===== config.mk =====
export PLATFORM = sky130hd
export DESIGN_NAME = cpu_lsu_flat
export DESIGN_NICKNAME = d
export VERILOG_FILES = /design/src/rtl/cpu_lsu_if.sv /design/src/rtl/cpu_lsu.sv /design/src/flat_wrapper.sv
export SDC_FILE = /design/constraint.sdc
export NUM_CORES = 1
export LEC_CHECK = 0
export CAP_MARGIN = 20
export CORE_MARGIN = 8
export CORE_UTILIZATION = 43
export DETAILED_ROUTE_END_ITERATION = 12
export PLACE_DENSITY = 0.91
export SYNTH_ARGS = -nofsm -noshare
export SYNTH_HDL_FRONTEND = slang
export SYNTH_SLANG_ARGS = --single-unit

===== constraint.sdc =====
create_clock -name clk_i -period 2.55 [get_ports clk_i]
set_clock_uncertainty 0.15 [all_clocks]
set_input_delay 0.51 -clock clk_i [delete_from_list [all_inputs] [get_ports clk_i]]
set_output_delay 0.51 -clock clk_i [all_outputs]
set_load 0.05 [all_outputs]

===== src/rtl/cpu_lsu_if.sv =====
// ============================================================================
//  Module      : cpu_lsu_if
//  Description : Core request, data-memory and MMIO strobe bundle of cpu_lsu.
//  Revision    : 1.0  initial release
// ============================================================================
`default_nettype none

interface cpu_lsu_if #(
    parameter int MMIO_AW = 2
);
    logic               lsu_valid_i;
    logic               lsu_we_i;
    logic [1:0]         lsu_size_i;
    logic               lsu_unsigned_i;
    logic [31:0]        lsu_addr_i;
    logic [31:0]        lsu_wdata_i;
    logic               lsu_busy_o;
    logic               lsu_done_o;
    logic [31:0]        lsu_rdata_o;
    logic               lsu_err_o;
    logic [1:0]         lsu_cause_o;
    logic               mem_req_o;
    logic               mem_we_o;
    logic [31:0]        mem_addr_o;
    logic [3:0]         mem_be_o;
    logic [31:0]        mem_wdata_o;
    logic               mem_gnt_i;
    logic               mem_rvalid_i;
    logic [31:0]        mem_rdata_i;
    logic               mmio_sel_o;
    logic               mmio_rd_o;
    logic               mmio_wr_o;
    logic [MMIO_AW-1:0] mmio_addr_o;
    logic [7:0]         mmio_wdata_o;
    logic [7:0]         mmio_rdata_i;

    // LSU side
    modport slave (
        input  lsu_valid_i, lsu_we_i, lsu_size_i, lsu_unsigned_i, lsu_addr_i, lsu_wdata_i,
        output lsu_busy_o, lsu_done_o, lsu_rdata_o, lsu_err_o, lsu_cause_o,
        output mem_req_o, mem_we_o, mem_addr_o, mem_be_o, mem_wdata_o,
        input  mem_gnt_i, mem_rvalid_i, mem_rdata_i,
        output mmio_sel_o, mmio_rd_o, mmio_wr_o, mmio_addr_o, mmio_wdata_o,
        input  mmio_rdata_i
    );

    // Core plus memory/MMIO side
    modport master (
        output lsu_valid_i, lsu_we_i, lsu_size_i, lsu_unsigned_i, lsu_addr_i, lsu_wdata_i,
        input  lsu_busy_o, lsu_done_o, lsu_rdata_o, lsu_err_o, lsu_cause_o,
        input  mem_req_o, mem_we_o, mem_addr_o, mem_be_o, mem_wdata_o,
        output mem_gnt_i, mem_rvalid_i, mem_rdata_i,
        input  mmio_sel_o, mmio_rd_o, mmio_wr_o, mmio_addr_o, mmio_wdata_o,
        output mmio_rdata_i
    );
endinterface

`default_nettype wire


===== src/rtl/cpu_lsu.sv =====
// ============================================================================
//  Module      : cpu_lsu
//  Description : Load/store unit routing requests to word memory or byte MMIO.
//  Revision    : 1.0  initial release
// ============================================================================
`default_nettype none

module cpu_lsu #(
    parameter logic [31:0] MMIO_BASE      = 32'h8000_0000,
    parameter int          MMIO_SPAN_LOG2 = 4,
    parameter int          MMIO_AW        = 2,
    parameter int          TIMEOUT        = 16
) (
    input  wire logic clk_i,
    input  wire logic rst_i,
    cpu_lsu_if.slave  bus
);

    localparam int TW = (TIMEOUT > 0) ? $clog2(TIMEOUT + 1) : 1;

    typedef enum logic [2:0] {
        S_IDLE  = 3'd0,
        S_MREQ  = 3'd1,
        S_MWAIT = 3'd2,
        S_MMIO  = 3'd3,
        S_MRD   = 3'd4,
        S_ERR   = 3'd5,
        S_DONE  = 3'd6
    } state_t;

    state_t        r_state;
    state_t        w_state_nxt;
    logic [TW-1:0] r_tmo;
    logic [TW-1:0] w_tmo_nxt;
    logic [TW-1:0] w_tmo_inc;
    logic          w_tmo_hit;
    logic [1:0]    w_cause;
    logic          r_we;
    logic [1:0]    r_size;
    logic          r_uns;
    logic [1:0]    r_lane;
    logic          w_accept;
    logic          w_misal;
    logic          w_in_mmio;
    logic [3:0]    w_be;
    logic [31:0]   w_wdata_rep;
    logic [31:0]   w_lane_word;
    logic [31:0]   w_ld_ext;
    logic          w_load_cap;

    assign w_accept  = (r_state == S_IDLE) && bus.lsu_valid_i;
    assign w_misal   = (bus.lsu_size_i == 2'd3)
                     || ((bus.lsu_size_i == 2'd1) && bus.lsu_addr_i[0])
                     || ((bus.lsu_size_i == 2'd2) && (bus.lsu_addr_i[1:0] != 2'b00));
    assign w_in_mmio = (bus.lsu_addr_i[31:MMIO_SPAN_LOG2] == MMIO_BASE[31:MMIO_SPAN_LOG2]);
    assign w_tmo_inc = r_tmo + 1'b1;
    assign w_tmo_hit = (TIMEOUT != 0) && (w_tmo_inc == TW'(TIMEOUT));
    assign w_load_cap = ((r_state == S_MWAIT) && bus.mem_rvalid_i) || (r_state == S_MRD);

    always_comb begin
        w_be        = 4'h0;
        w_wdata_rep = bus.lsu_wdata_i;
        case (bus.lsu_size_i)
            2'd0: begin
                w_be        = 4'b0001 << bus.lsu_addr_i[1:0];
                w_wdata_rep = {4{bus.lsu_wdata_i[7:0]}};
            end
            2'd1: begin
                w_be        = 4'b0011 << bus.lsu_addr_i[1:0];
                w_wdata_rep = {2{bus.lsu_wdata_i[15:0]}};
            end
            2'd2: w_be = 4'hF;
            default: w_be = 4'h0;
        endcase
    end

    // MMIO data is already a single byte; memory data is shifted to its lane
    always_comb begin
        w_lane_word = (r_state == S_MRD) ? {24'h0, bus.mmio_rdata_i}
                                         : (bus.mem_rdata_i >> {r_lane, 3'b000});
        case (r_size)
            2'd0:    w_ld_ext = r_uns ? {24'h0, w_lane_word[7:0]}
                                      : {{24{w_lane_word[7]}}, w_lane_word[7:0]};
            2'd1:    w_ld_ext = r_uns ? {16'h0, w_lane_word[15:0]}
                                      : {{16{w_lane_word[15]}}, w_lane_word[15:0]};
            default: w_ld_ext = w_lane_word;
        endcase
    end

    always_comb begin
        w_state_nxt = r_state;
        w_tmo_nxt   = r_tmo;
        w_cause     = 2'd0;
        case (r_state)
            S_IDLE: begin
                w_tmo_nxt = '0;
                if (bus.lsu_valid_i) begin
                    if (w_misal) begin
                        w_state_nxt = S_ERR;
                        w_cause     = 2'd1;
                    end else if (w_in_mmio && (bus.lsu_size_i != 2'd0)) begin
                        w_state_nxt = S_ERR;
                        w_cause     = 2'd3;
                    end else if (w_in_mmio) begin
                        w_state_nxt = S_MMIO;
                    end else begin
                        w_state_nxt = S_MREQ;
                    end
                end
            end
            S_MREQ: begin
                w_tmo_nxt = w_tmo_inc;
                if (bus.mem_gnt_i) begin
                    w_state_nxt = r_we ? S_DONE : S_MWAIT;
                end else if (w_tmo_hit) begin
                    w_state_nxt = S_ERR;
                    w_cause     = 2'd2;
                end
            end
            S_MWAIT: begin
                w_tmo_nxt = w_tmo_inc;
                if (bus.mem_rvalid_i) begin
                    w_state_nxt = S_DONE;
                end else if (w_tmo_hit) begin
                    w_state_nxt = S_ERR;
                    w_cause     = 2'd2;
                end
            end
            S_MMIO:  w_state_nxt = r_we ? S_DONE : S_MRD;
            S_MRD:   w_state_nxt = S_DONE;
            S_ERR:   w_state_nxt = S_IDLE;
            S_DONE:  w_state_nxt = S_IDLE;
            default: w_state_nxt = S_IDLE;
        endcase
    end

    // Outputs are registered decodes of the next state so they line up with r_state
    always_ff @(posedge clk_i) begin
        if (rst_i) begin
            r_state          <= S_IDLE;
            r_tmo            <= '0;
            r_we             <= 1'b0;
            r_size           <= 2'd0;
            r_uns            <= 1'b0;
            r_lane           <= 2'd0;
            bus.lsu_busy_o   <= 1'b0;
            bus.lsu_done_o   <= 1'b0;
            bus.lsu_rdata_o  <= '0;
            bus.lsu_err_o    <= 1'b0;
            bus.lsu_cause_o  <= 2'd0;
            bus.mem_req_o    <= 1'b0;
            bus.mem_we_o     <= 1'b0;
            bus.mem_addr_o   <= '0;
            bus.mem_be_o     <= 4'h0;
            bus.mem_wdata_o  <= '0;
            bus.mmio_sel_o   <= 1'b0;
            bus.mmio_rd_o    <= 1'b0;
            bus.mmio_wr_o    <= 1'b0;
            bus.mmio_addr_o  <= '0;
            bus.mmio_wdata_o <= 8'h0;
        end else begin
            r_state          <= w_state_nxt;
            r_tmo            <= w_tmo_nxt;
            bus.lsu_busy_o   <= (w_state_nxt != S_IDLE);
            bus.lsu_done_o   <= (w_state_nxt == S_DONE) || (w_state_nxt == S_ERR);
            bus.lsu_err_o    <= (w_state_nxt == S_ERR);
            bus.lsu_cause_o  <= (w_state_nxt == S_ERR) ? w_cause : 2'd0;
            bus.mem_req_o    <= (w_state_nxt == S_MREQ);
            // MMIO is only ever entered straight from IDLE, so the live we input applies
            bus.mmio_sel_o   <= (w_state_nxt == S_MMIO);
            bus.mmio_rd_o    <= (w_state_nxt == S_MMIO) && !bus.lsu_we_i;
            bus.mmio_wr_o    <= (w_state_nxt == S_MMIO) && bus.lsu_we_i;
            if (w_accept) begin
                r_we             <= bus.lsu_we_i;
                r_size           <= bus.lsu_size_i;
                r_uns            <= bus.lsu_unsigned_i;
                r_lane           <= bus.lsu_addr_i[1:0];
                bus.mem_we_o     <= bus.lsu_we_i;
                bus.mem_addr_o   <= {bus.lsu_addr_i[31:2], 2'b00};
                bus.mem_be_o     <= w_be;
                bus.mem_wdata_o  <= w_wdata_rep;
                bus.mmio_addr_o  <= bus.lsu_addr_i[MMIO_AW-1:0];
                bus.mmio_wdata_o <= bus.lsu_wdata_i[7:0];
            end
            if (w_load_cap) begin
                bus.lsu_rdata_o <= w_ld_ext;
            end
        end
    end

endmodule

`default_nettype wire


===== src/flat_wrapper.sv =====
// flat-port wrapper written by rule: the top's interface ports become plain ports
module cpu_lsu_flat 
#(
    parameter logic [31:0] MMIO_BASE      = 32'h8000_0000,
    parameter int          MMIO_SPAN_LOG2 = 4,
    parameter int          MMIO_AW        = 2,
    parameter int          TIMEOUT        = 16
)
  (clk_i, rst_i, bus_lsu_valid_i, bus_lsu_we_i, bus_lsu_size_i, bus_lsu_unsigned_i, bus_lsu_addr_i, bus_lsu_wdata_i, bus_lsu_busy_o, bus_lsu_done_o, bus_lsu_rdata_o, bus_lsu_err_o, bus_lsu_cause_o, bus_mem_req_o, bus_mem_we_o, bus_mem_addr_o, bus_mem_be_o, bus_mem_wdata_o, bus_mem_gnt_i, bus_mem_rvalid_i, bus_mem_rdata_i, bus_mmio_sel_o, bus_mmio_rd_o, bus_mmio_wr_o, bus_mmio_addr_o, bus_mmio_wdata_o, bus_mmio_rdata_i);
  cpu_lsu_if #(.MMIO_AW(MMIO_AW)) bus_i ();
  input  wire logic clk_i;
  input  wire logic rst_i;
  input wire logic [$bits(bus_i.lsu_valid_i)-1:0] bus_lsu_valid_i;
  input wire logic [$bits(bus_i.lsu_we_i)-1:0] bus_lsu_we_i;
  input wire logic [$bits(bus_i.lsu_size_i)-1:0] bus_lsu_size_i;
  input wire logic [$bits(bus_i.lsu_unsigned_i)-1:0] bus_lsu_unsigned_i;
  input wire logic [$bits(bus_i.lsu_addr_i)-1:0] bus_lsu_addr_i;
  input wire logic [$bits(bus_i.lsu_wdata_i)-1:0] bus_lsu_wdata_i;
  output wire logic [$bits(bus_i.lsu_busy_o)-1:0] bus_lsu_busy_o;
  output wire logic [$bits(bus_i.lsu_done_o)-1:0] bus_lsu_done_o;
  output wire logic [$bits(bus_i.lsu_rdata_o)-1:0] bus_lsu_rdata_o;
  output wire logic [$bits(bus_i.lsu_err_o)-1:0] bus_lsu_err_o;
  output wire logic [$bits(bus_i.lsu_cause_o)-1:0] bus_lsu_cause_o;
  output wire logic [$bits(bus_i.mem_req_o)-1:0] bus_mem_req_o;
  output wire logic [$bits(bus_i.mem_we_o)-1:0] bus_mem_we_o;
  output wire logic [$bits(bus_i.mem_addr_o)-1:0] bus_mem_addr_o;
  output wire logic [$bits(bus_i.mem_be_o)-1:0] bus_mem_be_o;
  output wire logic [$bits(bus_i.mem_wdata_o)-1:0] bus_mem_wdata_o;
  input wire logic [$bits(bus_i.mem_gnt_i)-1:0] bus_mem_gnt_i;
  input wire logic [$bits(bus_i.mem_rvalid_i)-1:0] bus_mem_rvalid_i;
  input wire logic [$bits(bus_i.mem_rdata_i)-1:0] bus_mem_rdata_i;
  output wire logic [$bits(bus_i.mmio_sel_o)-1:0] bus_mmio_sel_o;
  output wire logic [$bits(bus_i.mmio_rd_o)-1:0] bus_mmio_rd_o;
  output wire logic [$bits(bus_i.mmio_wr_o)-1:0] bus_mmio_wr_o;
  output wire logic [$bits(bus_i.mmio_addr_o)-1:0] bus_mmio_addr_o;
  output wire logic [$bits(bus_i.mmio_wdata_o)-1:0] bus_mmio_wdata_o;
  input wire logic [$bits(bus_i.mmio_rdata_i)-1:0] bus_mmio_rdata_i;
  assign bus_i.lsu_valid_i = bus_lsu_valid_i;
  assign bus_i.lsu_we_i = bus_lsu_we_i;
  assign bus_i.lsu_size_i = bus_lsu_size_i;
  assign bus_i.lsu_unsigned_i = bus_lsu_unsigned_i;
  assign bus_i.lsu_addr_i = bus_lsu_addr_i;
  assign bus_i.lsu_wdata_i = bus_lsu_wdata_i;
  assign bus_lsu_busy_o = bus_i.lsu_busy_o;
  assign bus_lsu_done_o = bus_i.lsu_done_o;
  assign bus_lsu_rdata_o = bus_i.lsu_rdata_o;
  assign bus_lsu_err_o = bus_i.lsu_err_o;
  assign bus_lsu_cause_o = bus_i.lsu_cause_o;
  assign bus_mem_req_o = bus_i.mem_req_o;
  assign bus_mem_we_o = bus_i.mem_we_o;
  assign bus_mem_addr_o = bus_i.mem_addr_o;
  assign bus_mem_be_o = bus_i.mem_be_o;
  assign bus_mem_wdata_o = bus_i.mem_wdata_o;
  assign bus_i.mem_gnt_i = bus_mem_gnt_i;
  assign bus_i.mem_rvalid_i = bus_mem_rvalid_i;
  assign bus_i.mem_rdata_i = bus_mem_rdata_i;
  assign bus_mmio_sel_o = bus_i.mmio_sel_o;
  assign bus_mmio_rd_o = bus_i.mmio_rd_o;
  assign bus_mmio_wr_o = bus_i.mmio_wr_o;
  assign bus_mmio_addr_o = bus_i.mmio_addr_o;
  assign bus_mmio_wdata_o = bus_i.mmio_wdata_o;
  assign bus_i.mmio_rdata_i = bus_mmio_rdata_i;
  cpu_lsu #(.MMIO_BASE(MMIO_BASE), .MMIO_SPAN_LOG2(MMIO_SPAN_LOG2), .MMIO_AW(MMIO_AW), .TIMEOUT(TIMEOUT)) u_core (.clk_i(clk_i), .rst_i(rst_i), .bus(bus_i));
endmodule

Yosys cells after proc, flatten, opt, wreduce, memory -nomap -nowiden
Index checks and enable logic that the tools add are counted.
{ "op_classes": {"n_addsub": 1, "n_eq_ne": 14, "n_shift": 3, "mux": 24, "bitwise": 1, "reduce_logical": 21} }
{ "op_table": {"columns": ["operator", "n"], "rows": [
  ["32-bit one-hot mux with 2 select lines", 2],
  ["32-bit 2-to-1 mux", 3],
  ["32-bit by 5-bit >> shifter with 32-bit output", 1],
  ["28-bit equality test (second input constant)", 1],
  ["3-bit 2-to-1 mux", 7],
  ["2-bit 2-to-1 mux", 8],
  ["3-bit one-hot mux with 5 select lines", 1],
  ["4-bit one-hot mux with 3 select lines", 1],
  ["5-bit one-hot mux with 2 select lines", 1],
  ["3-bit by 2-bit equality test with 1-bit output (second input constant)", 3],
  ["3-bit equality test (second input constant)", 3],
  ["1-bit logical AND", 7],
  ["3-bit by 1-bit equality test with 1-bit output (second input constant)", 2],
  ["2-bit one-hot mux with 3 select lines", 1],
  ["2-bit nonzero test", 3],
  ["5-bit by 1-bit adder with 5-bit output (second input constant)", 1],
  ["5-bit equality test (second input constant)", 1],
  ["2-bit by 1-bit equality test with 1-bit output (second input constant)", 2],
  ["2-bit equality test (second input constant)", 2],
  ["2-bit zero test", 2],
  ["1-bit logical OR", 4],
  ["2-bit OR reduction", 2],
  ["1-bit by 2-bit left shift with 4-bit output (first input constant)", 1],
  ["2-bit by 2-bit left shift with 4-bit output (first input constant)", 1],
  ["4 further kinds", 4]
]} }
{ "totals": {"ff_bits": 129, "in_bits": 113, "wordCells": 83} }

Logic depth before layout (Yosys ltp)
{ "logic_depth": {"word_depth": 10, "depth_mapped": 8, "ltp_nobuf": 6} }

Worst setup path before layout
No wires, ideal clock.
{ "synth_timing": {"path_kind": "register -> register", "startpoint": "reg u_core.bus.mmio_addr_o[0] (netlist name)", "endpoint": "reg u_core.bus.lsu_rdata_o[21]", "setup_time_ns": 0.134, "t_arrival_ns": 2.236, "t_required_ns": 2.266, "path_slack_ns": 0.030, "stages_incl_launch_ff": 9, "path_buffers": 2, "period_less_slack_ns": 2.520, "cell_sequence": "dfxtp_1 > buf_2 > mux4_2 > mux2i_1 > nor2_1 > o21a_1 > nor2_4 > buf_2 > a211oi_1"} }
{ "synth_rtl": {"columns": ["element", "line", "rtl"], "rows": [
  ["to (signal assigned)", "cpu_lsu.sv:186", "bus.lsu_rdata_o <= w_ld_ext;"],
  ["to (decl)", "cpu_lsu_if.sv:40", "output lsu_busy_o, lsu_done_o, lsu_rdata_o, lsu_err_o, lsu_cause_o,"]
]} }

Worst setup path in the final report
{ "layout_timing": {"startpoint": "reg u_core.r_state[0]", "endpoint": "reg u_core.bus.lsu_rdata_o[15]"} }
{ "layout_between": {"elab_chain_cells": 4} }
{ "layout_lines": {"columns": ["element", "line", "rtl"], "rows": [
  ["from (decl)", "cpu_lsu.sv:31", "state_t r_state;"],
  ["from (signal assigned)", "cpu_lsu.sv:162", "r_state <= w_state_nxt;"],
  ["3-bit equality test", "cpu_lsu.sv:58, cpu_lsu.sv:79", null],
  ["32-bit 2-to-1 mux", "cpu_lsu.sv:79", "w_lane_word = (r_state == S_MRD) ? {24'h0, bus.mmio_rdata_i}"],
  ["32-bit 2-to-1 mux, on equally long branches", "cpu_lsu.sv:84, cpu_lsu.sv:82", null],
  ["32-bit one-hot mux with 2 select lines", "cpu_lsu.sv:81", "case (r_size)"]
]} }
Parallel ways exist; a longest one is shown, timed or not.
A chain may end at the register's enable or synchronous reset.

==> results.yml <==
clocking:
  cts-buffers-inserted: 17
  htreeDepth: 4
  clock_path_buffers: 2
  clk_pin_slew_worst_paths_ps: 60
  clkLatencyLatePin_ps: 410
  clock-root-buffer: "clkbuf_16"
  clock-sinks: 121
  cts_resized: 0
  post-cts-setup-buffers: 0
  postCtsHoldBufs: 0
  cts_tree: "yes"
cells_and_area:
  final_common_cell: "clkdlybuf4s50_1"
  final_cell_mix: "clkdlybuf4s50_1, nand2_1, dfxtp_1, nor2_1, a21oi_1"
  num_antenna_cells: 0
  synthToLayoutAreaGrowth_pct: 57.6
  post_route_cells_drive_above_1_share_pct: 9.67
  fill_cells: 968
  design_area_um2: 8750
  final_cells: 1092
  nets: 1021
critical_path:
  worstSetupEndpointType: "flip-flop"
  required_ps: 2720
  worstPathMaxFanout: 13
  critPathMaxStageDelay_ps: 450
  critPathLaunchType: "flip-flop"
  arrival_ps: 2500
  slowest_stage: "o41a_1"
  crit_path_frequent_cell: "buf_4"
  criticalPathCategory: "reg -> reg"
  critical-path-top-delay-family: "compound AO/OA/AOI/OAI gates"
  critPathBufInv: 2
  crit_chain: "buf_4 -> nor3b_2 -> mux2i_1 -> buf_4 -> o41a_1 -> a211oi_1"
timing:
  slew_headroom_pct: 54.5
  fin_crit_sh_pct: 91.4
  worstMarginPinSlew_ps: 682
  setup_viol: 0
  fmax_ghz: 0.429
  grt_setup_unrepaired: "false"
  slew_viol_final: 0
  finalHoldViolCount: 0
  min_period_ps: 2330
synth:
  synth-edff-count: 0
  synth_area_um2: 5550
  synth_largest_area_cell: "dfxtp_1"
  synth_seq_cells: 121
  syn_inst: 689
  ys_seq_area_share_pct: 43.6
  synth_top_area_share_pct: 43.6
  yosysUniqueCellTypes: 55
  async_flop_share_pct: 0
  yosysWarnings: 0
  synth.area.top_cells: "dfxtp_1, nand2_1, a211oi_1"
  synth_ff_type: "dfxtp_1"
  syn_area_per_cell_um2: 8.06
drt:
  wl_per_cell_um: 17.7
  drc_errors: 0
  drt_wl_total_um: 19400
  vias_per_cell: 5.33
  num_vias: 5824
  drt_first_pass_iters: 5
  drt_first_iter_violations: 384
  final_antenna_net_count: 0
placement:
  dp_hpwl_um: 14100
  postPlaceCellArea_um2: 8110
  portBuffers: 230
  gp_congestion: 0.887
  placed_cells: 1060
global_route:
  grt.total_usage_pct: 22.8
  grt_max_degree: 64
  grt_pass1_wl_um: 29800
  grt_pass1_vias: 5909
  grt-ovfl-total: 0
  antenna_found_initial: 0
floorplan:
  rows: 41
  die_w_um: 130
  die_h_um: 130
  die_area_um2: 16800
  io_pins: 233
  design.core.area_um2: 12600
  start_util_pct: 44.0
power:
  cellLeakagePower_nw: 3.23
  peakVddDrop_mv: 0.669
  p_per_area_nw_per_um2: 1240
run_status:
  status: "complete, no violations"
hold_path:
  holdCritPathClass: "reg -> reg"
job:
  cap_viol_max_count: 0
==> logic make-up after synthesis <==
family                     Yosys count  share of synthesized area, %
muxes                               45                          8.63
AOI/OAI and AO/OA                  172                          19.4
adders and majority gates            1                         0.225
buffers and inverters               65                          5.32
and+or+nand+nor                    283                          22.6
other                                1                        0.0675
DFF                                121                          43.6
xor gates and xnor gates             1                         0.158
==> metrics by stage <==
step	util [%]	hold slack [ps]	TNS (ps)	power, W	worst slack [ps]
global route	69.3	325	0	0.0114	48.4
global placement	64.3	290	-287	0.00821	-63.1
detailed placement	64.3	296	-799	0.00831	-158
CTS	69.3	303	0	0.0109	229
finish	69.3	303	0	0.0109	219
floorplan	-	296	0	0.00637	29.6
==> per-layer routing <==
layer	share of wire [%]	track usage [%]
met2	48	38.6
met4	3.2	11.8
met3	10	9.12
met5	0	0
met1	38	24.0
==> worst register-to-register path, cell delays in order, from the launching register on <==
cell	delay (ps)
dfxtp_1	440
buf_4	260
nor3b_2	310
mux2i_1	170
buf_4	160
o41a_1	450
a211oi_1	300
==> worst paths after layout <==
| kind | start | to | slack (ps) | cells past startpoint |
|---|---|---|---|---|
| min reg2reg | u_core.bus.mem_addr_o[20]$_SDFFE_PP0P_ | u_core.bus.mem_addr_o[20]$_SDFFE_PP0P_ | 300 | 2 |
| min | u_core.bus.mem_addr_o[20]$_SDFFE_PP0P_ | u_core.bus.mem_addr_o[20]$_SDFFE_PP0P_ | 300 | 2 |
| max | u_core.r_state[0]$_SDFF_PP0_ | u_core.bus.lsu_rdata_o[15]$_SDFFE_PP0P_ | 220 | 6 |
| max reg2reg | u_core.r_state[0]$_SDFF_PP0_ | u_core.bus.lsu_rdata_o[15]$_SDFFE_PP0P_ | 220 | 6 |
==> flip-flops by register name, summed over array words and instances (netlist names) <==
signal                   flops
u_core.bus.lsu_rdata_o      32
u_core.bus.mem_addr_o       30
u_core.bus.mem_wdata_o      25
u_core.bus.mmio_wdata_o      7
u_core.r_tmo                 5
u_core.bus.mem_be_o          4
u_core.r_state               3
u_core.bus.lsu_cause_o       2
u_core.bus.mmio_addr_o       2
u_core.r_size                2
u_core.bus.lsu_busy_o        1
u_core.bus.lsu_done_o        1
u_core.bus.lsu_err_o         1
u_core.bus.mem_req_o         1
u_core.bus.mem_we_o          1
u_core.bus.mmio_rd_o         1
u_core.bus.mmio_sel_o        1
u_core.bus.mmio_wr_o         1
u_core.r_uns                 1
==> cell usage after synthesis (all sizes together) (2+ instances only) <==
cell type	instances
a211oi	60
a21oi	72
a31oi	3
and3	3
buf	30
clkbuf	34
dfxtp	121
mux2	10
mux2i	34
nand2	154
nand2b	6
nand4	4
nor2	72
nor2b	12
nor3	9
nor3b	5
nor4	8
o211ai	3
o21a	2
o21ai	21
o32ai	2
or2	2
==> power breakdown <==
part | leakage (nW) | internal, W | switching [W]
registers | 0.992 | 0.00244 | 0.000359
clock network | 0.313 | 0.00171 | 0.000864
logic | 1.92 | 0.00193 | 0.00358
total | 3.23 | 0.00609 | 0.00480
==> final cells by class <==
cell class | instances | area (um^2) | share of cell area, %
Inverter | 1 | 3.75 | 0.0429
Clock inverter | 11 | 169 | 1.93
Timing Repair Buffer | 262 | 2620 | 30.0
Tap cell | 172 | 215 | 2.46
Clock buffer | 21 | 470 | 5.38
Sequential cell | 121 | 2420 | 27.7
Multi-Input combinational cell | 504 | 2850 | 32.5
No activity file was read; power rests on OpenSTA's default activity.
